File: src/rtl/cdb_arbiter_pkg.sv
// Shared CDB arbiter definitions: util-style width macros, source ids and the tie-break helper.
// Optional feature macro: CDB_RR_ARB_EN (round-robin tie break; fixed LSB priority when undefined).
`ifndef ROB_ID_WIDTH
`define ROB_ID_WIDTH 5
`endif
`ifndef VAL_WIDTH
`define VAL_WIDTH 32
`endif
`ifndef ROB_SIZE
`define ROB_SIZE 16
`endif
`ifndef CDB_SRC_RS
`define CDB_SRC_RS 1'b0
`endif
`ifndef CDB_SRC_LSB
`define CDB_SRC_LSB 1'b1
`endif

package cdb_arbiter_pkg;

  localparam logic SRC_RS  = `CDB_SRC_RS;
  localparam logic SRC_LSB = `CDB_SRC_LSB;

  // With both sources pending, round-robin hands the bus to whoever did not win last time.
  function automatic logic pick_src(input logic rs_ne, input logic lsb_ne,
                                    input logic rr_en, input logic last);
    logic sel;
    if (rs_ne && lsb_ne) begin
      sel = rr_en ? ~last : SRC_LSB;
    end else if (lsb_ne) begin
      sel = SRC_LSB;
    end else begin
      sel = SRC_RS;
    end
    return sel;
  endfunction

endpackage

File: src/rtl/cdb_src_fifo.sv
// Per-source result FIFO: power-of-two storage with naturally wrapping pointers.
// Flush empties the FIFO and takes priority over push and pop.
module cdb_src_fifo #(
  parameter int DEPTH = 2,
  parameter int W     = 8
) (
  input  logic         clk,
  input  logic         rst_in,
  input  logic         push,
  input  logic         pop,
  input  logic         flush,
  input  logic [W-1:0] din,
  output logic [W-1:0] dout,
  output logic         empty,
  output logic         full
);

  localparam int PTR_W = $clog2(DEPTH);
  localparam int CNT_W = PTR_W + 1;
  localparam logic [CNT_W-1:0] CNT_FULL = CNT_W'(DEPTH);

  logic [W-1:0]     mem [DEPTH];
  logic [PTR_W-1:0] wr_ptr;
  logic [PTR_W-1:0] rd_ptr;
  logic [CNT_W-1:0] count;
  logic             do_push;
  logic             do_pop;

  assign do_push = push & ~flush;
  assign do_pop  = pop & ~flush;

  always_ff @(posedge clk or negedge rst_in) begin
    if (!rst_in) begin
      wr_ptr <= '0;
      rd_ptr <= '0;
      count  <= '0;
    end else if (flush) begin
      wr_ptr <= '0;
      rd_ptr <= '0;
      count  <= '0;
    end else begin
      if (do_push) wr_ptr <= wr_ptr + PTR_W'(1);
      if (do_pop)  rd_ptr <= rd_ptr + PTR_W'(1);
      case ({do_push, do_pop})
        2'b10:   count <= count + CNT_W'(1);
        2'b01:   count <= count - CNT_W'(1);
        default: count <= count;
      endcase
    end
  end

  // Storage needs no reset; the count decides what is valid.
  always_ff @(posedge clk) begin
    if (do_push) mem[wr_ptr] <= din;
  end

  assign dout  = mem[rd_ptr];
  assign empty = (count == '0);
  assign full  = (count == CNT_FULL);

endmodule

File: src/rtl/cdb_arbiter.sv
// CDB arbiter: accepts RS and LSB results into small FIFOs and broadcasts one per rdy cycle.
// Optional feature macro: CDB_RR_ARB_EN (round-robin tie break instead of fixed LSB priority).
module cdb_arbiter
  import cdb_arbiter_pkg::*;
#(
  parameter int FIFO_DEPTH = 2,
  parameter int LAB_W      = `ROB_ID_WIDTH,
  parameter int VAL_W      = `VAL_WIDTH
) (
  input  logic             clk,
  input  logic             rst_in,
  input  logic             rdy_in,
  input  logic             flush_in,
  input  logic             rs_valid,
  input  logic [LAB_W-1:0] rs_lab,
  input  logic [VAL_W-1:0] rs_val,
  output logic             rs_ready,
  input  logic             lsb_valid,
  input  logic [LAB_W-1:0] lsb_lab,
  input  logic [VAL_W-1:0] lsb_val,
  output logic             lsb_ready,
  output logic             cdb_valid,
  output logic [LAB_W-1:0] cdb_lab,
  output logic [VAL_W-1:0] cdb_val,
  output logic             cdb_src
);

  localparam int ENT_W = LAB_W + VAL_W;

  logic             active;
  logic             fifo_flush;
  logic             rs_push, rs_pop, rs_empty, rs_full;
  logic             lsb_push, lsb_pop, lsb_empty, lsb_full;
  logic [ENT_W-1:0] rs_head, lsb_head, grant_ent;
  logic             any_pending;
  logic             sel;

  assign active     = rdy_in & ~flush_in;
  assign fifo_flush = rdy_in & flush_in;

  // Label 0 is a handshake-only offer: accepted but never stored.
  assign rs_ready  = active & ~rs_full;
  assign lsb_ready = active & ~lsb_full;
  assign rs_push   = rs_valid & rs_ready & (rs_lab != '0);
  assign lsb_push  = lsb_valid & lsb_ready & (lsb_lab != '0);

  assign any_pending = ~rs_empty | ~lsb_empty;

`ifdef CDB_RR_ARB_EN
  logic last_grant;

  always_ff @(posedge clk or negedge rst_in) begin
    if (!rst_in) begin
      last_grant <= SRC_LSB;
    end else if (active && any_pending) begin
      last_grant <= sel;
    end
  end

  assign sel = pick_src(~rs_empty, ~lsb_empty, 1'b1, last_grant);
`else
  assign sel = pick_src(~rs_empty, ~lsb_empty, 1'b0, SRC_LSB);
`endif

  assign rs_pop    = active & ~rs_empty & (sel == SRC_RS);
  assign lsb_pop   = active & ~lsb_empty & (sel == SRC_LSB);
  assign grant_ent = (sel == SRC_LSB) ? lsb_head : rs_head;

  cdb_src_fifo #(.DEPTH(FIFO_DEPTH), .W(ENT_W)) u_rs_fifo (
    .clk   (clk),
    .rst_in(rst_in),
    .push  (rs_push),
    .pop   (rs_pop),
    .flush (fifo_flush),
    .din   ({rs_lab, rs_val}),
    .dout  (rs_head),
    .empty (rs_empty),
    .full  (rs_full)
  );

  cdb_src_fifo #(.DEPTH(FIFO_DEPTH), .W(ENT_W)) u_lsb_fifo (
    .clk   (clk),
    .rst_in(rst_in),
    .push  (lsb_push),
    .pop   (lsb_pop),
    .flush (fifo_flush),
    .din   ({lsb_lab, lsb_val}),
    .dout  (lsb_head),
    .empty (lsb_empty),
    .full  (lsb_full)
  );

  // Broadcast register holds through stalls so consumers see it in the next rdy cycle.
  always_ff @(posedge clk or negedge rst_in) begin
    if (!rst_in) begin
      cdb_valid <= 1'b0;
      cdb_lab   <= '0;
      cdb_val   <= '0;
      cdb_src   <= SRC_RS;
    end else if (rdy_in) begin
      if (flush_in || !any_pending) begin
        cdb_valid <= 1'b0;
      end else begin
        cdb_valid <= 1'b1;
        cdb_lab   <= grant_ent[ENT_W-1:VAL_W];
        cdb_val   <= grant_ent[VAL_W-1:0];
        cdb_src   <= sel;
      end
    end
  end

endmodule
File: config.mk
export PLATFORM = sky130hd
export DESIGN_NAME = cdb_arbiter
export DESIGN_NICKNAME = d
export VERILOG_FILES = /design/src/rtl/cdb_arbiter_pkg.sv /design/src/rtl/cdb_src_fifo.sv /design/src/rtl/cdb_arbiter.sv
export SDC_FILE = /design/constraint.sdc
export NUM_CORES = 1
export LEC_CHECK = 0
export CORE_MARGIN = 1
export CORE_UTILIZATION = 46
export DETAILED_ROUTE_END_ITERATION = 8
export PLACE_DENSITY = 0.7
export SETUP_SLACK_MARGIN = 0.02
export SLEW_MARGIN = 20
export SYNTH_ARGS = -nofsm -noshare
export SYNTH_HDL_FRONTEND = slang
export SYNTH_HIERARCHICAL = 1
export SYNTH_SLANG_ARGS = --single-unit
File: constraint.sdc
create_clock -name clk -period 4 [get_ports clk]
set_clock_uncertainty 0.1 [all_clocks]
set_input_delay 0.8 -clock clk [delete_from_list [all_inputs] [get_ports clk]]
set_output_delay 0.8 -clock clk [all_outputs]
set_load 0.01 [all_outputs]
==> results.md, run 1 <==
* Worst EP required at between 3 and 4 ns
* Post-CTS Setup Bufs at 0
* Internal reg-to-reg setup slack at 1.49 ns
* WHS at 0.193 ns
* Critical path depth in cells at 4
* Pre-CTS WS at around 0.62 ns
* CP Cell Sequence: clkdlybuf4s50_1 -> nand2b_4 -> nor2_1 -> clkdlybuf4s50_1
* Mapped Cells at ~410
* Initial core utilization at between 40 and 50%
* Antenna violations before repair at 0
* Worst-Skew Late Latency at 0.43 ns
* Fmax at between 300 and 400 MHz
* Maxcap violations at 0
* Placed cell areas at 9410 sq um
* Largest net degree at the start of global routing at 39
* Core Util, Final at 60.1%
* Most frequent cells in the layout: edfxtp_1, clkdlybuf4s50_1, mux2_2
* Via total after detailed routing at 3994
* Hold Fails Final Rpt at 0
* DRT antenna net count at 0
* Grt total ovfl at 0
* Post-CTS Hold Buffers at 0
* Warnings from Yosys at 6
* DIE AREA at approximately 18000 sq um
* Gr usage total at 18.2%
* Syn Area/Cell at 19.6 sq um
* Mapped cell area at 7980 sq um
* Clock Sinks at 195
* Cell mode on critical path: clkdlybuf4s50_1
* PostCTS Resize Cnt at 0
* Vias in the first global route at between 4k and 5k
* Row cnt at 47
* Final Routed Wirelength at approximately 15 mm
* 1st-iter DRT viols at approximately 220
* Clock Tree Root: clkbuf_16
* CP max stage cell: clkdlybuf4s50_1
* Seq/Total Area, Yosys at between 70% and 80%
* Largest delay share family, worst path: buffers and inverters
* Buf/Inv on CP at 2
* Top cell type's share of synthesized area at between 50 and 60%
* CP arrival at around 2.3 ns
* CP startpoint kind: primary input
* Post-detailed-placement half-perimeter wirelength at 9.78 mm
* H-tree depth at 4
* Wl on met1 at 6.80 mm
* Max incr delay on CP at 0.60 ns
* Clock-pin slew on the worst setup and hold paths at 0.07 ns
* First-pass GRT wire length at approximately 24 mm
* WL met3 at roughly 600 microns
* Finished Cell Area at roughly 10000 sq um
* Setup violators final at 0
* Die height at between 100 and 150 microns
* Mapped Nets at just under 500
* Drt wl/cell at approximately 20 microns
* ANT cells at 0
* Met2 WL at 7.74 mm
* Cells after DPL at about 740
* Non-filler cells, final at 771
* Min-delay worst type: primary input to async pin
* RSZ-0062 raised after global routing: false
* CTS tree: yes
* Critical path capture point type: output port
* First-pass DRT Iterations at 4
* Worst Slack Setup Final at roughly 0.85 ns
* Crit Path Category: primary input to output port
* Crit-path max FO at 7
* Reg2reg path depth at 4
* Min cycle time layout at around 3.2 ns
* Placer Congestion at between 0.7 and 0.8
* DRC at 0
* Slew margin rel. at 30.7%
* Worst Tran Pin Value at slightly above 1 ns
* Fin nets at about 600
* Max VDD drop at about 0.00034 V
* Synth area leaders: edfxtp_1, dfrtp_1, mux2_2, mux2_4, buf_6
* Pins Over Slew Limit at 0
* Filler instances at 1249
* Die X at between 100 and 150 microns
* IO Port Bufs at between 100 and 150
* Core ar. at roughly 17000 sq um
* Status: finished, final reports clean
* Layout cells sized above 1 at a little over a third
* Commonest non-fill, non-tap cell in the layout: edfxtp_1
* DR top layer: met4
* CTS Buffer Depth at 2
* LEAKAGE at 3.70 nW
* Cell accounting for the most synthesized area: edfxtp_1
* Library cells used by synthesis at 25
* Num CTS Buffers at 17
* Seq cells post-synth at between 150 and 200
* Area grow syn2layout at 26.3%
* Number of I/O pins at 121
* Vias/cell at between 5 and 6
* Pwr Density at about 660 nW/um^2
* Fin crit share at about four fifths
-- stage by stage --
step                      setup TNS [ns]  power [mW]
final                                  0        6.69
after global routing                   0        6.97
after CTS                              0        6.77
after detailed placement               0        4.88
after global placement                 0        4.84
after floorplan                   -58.75        4.14
-- worst paths after layout --
path,start,to
min,rst_in,cdb_val[26]
min reg2reg,cdb_val[16],cdb_val[16]
max,rdy_in,rs_ready
max in group asynchronous,rst_in,u_rs_fifo/rd_ptr
max reg2reg,u_lsb_fifo/count[0],cdb_lab[4]
min in group clk,cdb_val[16],cdb_val[16]
-- area by class of cell --
cell class | count | area [sq um] | share of cell area (%)
Sequential cell | 195 | 5630 | 55.8
Multi-Input combinational cell | 194 | 2230 | 22.1
Timing Repair Buffer | 129 | 1280 | 12.7
Clock buffer | 23 | 488 | 4.84
Tap cell | 220 | 275 | 2.73
Clock inverter | 9 | 175 | 1.74
Inverter | 1 | 3.75 | 0.0372
-- cells in the mapped netlist --
library cell and count:
inv_1 1, o21ai_0 3, o21ai_1 2, buf_4 2
xor2_1 2, mux2_4 59, nor3b_2 2, nor3_1 2
nand2b_4 1, buf_6 9, mux2_2 89, clkbuf_1 1
xnor2_1 6, and3b_1 2, and3b_2 2, nor2b_1 2
dfrtp_1 47, buf_2 5, nor2_1 11, or4_1 2
and2_1 1, o211a_1 2, a21o_1 1, nor3b_1 5
edfxtp_1 148
-- registers in the layout (all words and copies together), names as in the netlist --
register / cells
cdb_lab: 5
cdb_src: 1
cdb_val: 32
cdb_valid: 1
u_lsb_fifo/count: 2
u_lsb_fifo/mem: 74
u_lsb_fifo/rd_ptr: 1
u_lsb_fifo/wr_ptr: 1
u_rs_fifo/count: 2
u_rs_fifo/mem: 74
u_rs_fifo/rd_ptr: 1
u_rs_fifo/wr_ptr: 1
-- logic make-up (layout without fill, tap and decap cells) --
kind of cell / count (synthesis) / after routing / share of synthesized area [%]
flops: 195 / 195 / 70.4
mux: 148 / 148 / 23.7
buf+inv: 18 / 162 / 1.87
xor+xnor: 8 / 8 / 0.878
compound gates: 8 / 8 / 0.659
simple gates: 30 / 30 / 2.49
-- per-layer routing --
layer	GRT usage [%]	vias up
li1	-	1811
met2	30.9	109
met3	4.11	22
met1	22.7	2052
met5	0	-
met4	6.63	0
-- where the power goes --
part           leakage [nW]  total [mW]  internal (mW)  switching [mW]
Sequential             1.90        2.85           2.49           0.354
Combinational          1.48        1.97           1.31           0.661
Clock                 0.319        1.87           1.17           0.699
(Power assumes the default switching activity.)
==> inputs of run 2 (changes only) <==
==> constraint.sdc (replaced) <==
create_clock -name clk -period 2.9 [get_ports clk]
set_clock_uncertainty 0.1 [all_clocks]
set_input_delay 0.58 -clock clk [delete_from_list [all_inputs] [get_ports clk]]
set_output_delay 0.58 -clock clk [all_outputs]
set_load 0.01 [all_outputs]
==> results.md, run 2 (synthesis results as in run 1) <==
* Status: finished, final reports clean
* Slew margin rel. at approximately 37%
* Wl on met1 at a little under 7 mm
* CP max stage cell: clkdlybuf4s50_1
* IO Port Bufs at 120
* PostCTS Resize Cnt at 0
* Pins Over Slew Limit at 0
* First-pass GRT wire length at roughly 23 mm
* Switching share of power at between 20% and 30%
* Cell mode on critical path: clkdlybuf4s50_1
* Fin nets at 631
* Core ar. at 16800 sq um
* First-pass DRT Iterations at 6
* Area of the multi-input gates at 2240 sq um
* Largest net degree at the start of global routing at 37
* Clock Tree Root: clkbuf_16
* LEAKAGE at around 3.7 nW
* DRT antenna net count at 0
* CP Cell Sequence: clkdlybuf4s50_1 -> nand2b_4 -> buf_4 -> nor2_1 -> clkdlybuf4s50_1
* Pwr Density at 875 nW/um^2
* RSZ-0062 raised after global routing: false
* Grt total ovfl at 0
* WL met3 at 691 microns
* Post-CTS Setup Bufs at 0
* Met2 WL at 7.18 mm
* Vias in the first global route at about 4.2k
* Area grow syn2layout at 26.7%
* Fmax at roughly 360 MHz
* DR top layer: met4
* Via total after detailed routing at a little under 4k
* Pre-CTS WS at -0.0538 ns
* Num CTS Buffers at 17
* CTS Buffer Depth at 2
* Core Util, Final at 60.3%
* CP arrival at roughly 2.1 ns
* DRC at 0
* Critical path capture point type: output port
* Top Registers: u_lsb_fifo/mem: 74 flops, u_rs_fifo/mem: 74 flops, cdb_val: 32 flops
* Post-detailed-placement half-perimeter wirelength at about 10 mm
* Fin crit share at approximately 96%
* Most frequent cells in the layout: edfxtp_1, clkdlybuf4s50_1, mux2_2
* Commonest non-fill, non-tap cell in the layout: edfxtp_1
* Sw Pwr at 2.30 mW
* Cell-internal power at ~6.5 mW
* Max VDD drop at between 0.0005 and 0.0006 V
* Max incr delay on CP at 0.61 ns
* Min cycle time layout at approximately 2.8 ns
* Crit-path max FO at 6
* DIE AREA at 17900 sq um
* Setup tns final at 0 ns
* Post-CTS Hold Buffers at 0
* Maxcap violations at 0
* Setup violators final at 0
* Filler instances at 1199
* Gr usage total at ~18%
* Worst EP required at around 2.2 ns
* Clock Sinks at between 150 and 200
* Row cnt at 47
* Initial core utilization at ~48%
* Die height at 134 microns
* Antenna violations before repair at 0
* 1st-iter DRT viols at 163
* Placer Congestion at about 0.75
* Crit Path Category: primary input to output port
* Drt wl/cell at 18.9 microns
* Worst-Skew Late Latency at 0.42 ns
* Combinational Power Share at between 30% and 40%
* Die X at roughly 130 microns
* H-tree depth at 4
* ANT cells at 0
* Layout cells sized above 1 at 37.1%
* Design Power at ~9 mW
* Worst Tran Pin Value at approximately 0.95 ns
* Min-delay worst type: primary input to async pin
* Number of I/O pins at roughly 120
* Vias/cell at ~5.0
* Clock-pin slew on the worst setup and hold paths at around 0.060 ns
* Hold Fails Final Rpt at 0
* Register area at between 5000 and 6000 sq um
* Worst Slack Setup Final at about 0.11 ns
* Clock power share at 24.2%
* Sequential power share at between 40% and 50%
* CP startpoint kind: primary input
* CTS tree: yes
* Final Routed Wirelength at about 15 mm
[run 2: cell types whose count changed in the layout (fill, tap and decap cells not counted)]
cell        delta
clkinv_1       +1
buf_4          +9
dfrtp_2        +2
bufinv_16      -4
clkinvlp_4     -1
clkbuf_8       -2
buf_12         +4
nor3b_4        +2
clkinv_2       +2
nor3b_2        -2
dfrtp_4        -2
clkbuf_1       +4
[run 2: worst max-delay path, delay by kind of cell]
kind,cells,cell delay [ns]
buf+inv,3,1.31
simple gates,2,0.22
[run 2: final timing paths]
| check | start | endpoint | slack (ns) | cells after the start |
|---|---|---|---|---|
| worst min register to register | cdb_val[8] | cdb_val[8] | 0.40 | 1 |
| max in group asynchronous | rst_in | cdb_val[3] | 1.81 | 2 |
| worst min-delay path | rst_in | cdb_val[27] | 0.21 | 1 |
| worst max register to register | u_lsb_fifo/count[1] | u_lsb_fifo/mem[0][6] | 0.58 | 5 |
| worst max-delay path | rdy_in | rs_ready | 0.11 | 5 |
| min in group clk | cdb_val[8] | cdb_val[8] | 0.40 | 1 |
[run 2: power by group through the flow]
stage | clock (mW) | combinational, mW | sequential, mW
floorplan | 0 | 1.90 | 3.81
global route | 2.30 | 3.22 | 3.74
global placement | 0 | 3.01 | 3.72
finish | 2.14 | 3.02 | 3.69
detailed placement | 0 | 3.05 | 3.74
CTS | 2.19 | 3.07 | 3.69
[run 2: final cells by class]
class	count	share of cell area [%]
flip-flops and latches	195	55.6
repair buffers	142	14.1
multi-input cells	194	22.2
well taps	220	2.72
clock buffers	25	4.70
clock inverters	7	0.607
inverters	1	0.0371
[run 2: per-layer routing]
layer / GRT usage (%) / vias up
met5: 0 / -
met4: 5.87 / 0
met3: 3.88 / 14
met2: 28.4 / 108
met1: 23.6 / 1993
li1: - / 1839
[run 2: through the flow]
| step | cell area [sq um] | cells | hold WS, ns |
|---|---|---|---|
| global route | 10100 | 784 | 0.276 |
| CTS | 10100 | 784 | 0.224 |
| global placement | 9570 | 752 | 0.390 |
| finish | 10100 | 784 | 0.209 |
| floorplan | 7990 | 407 | 0.184 |
| detailed placement | 9570 | 752 | 0.392 |
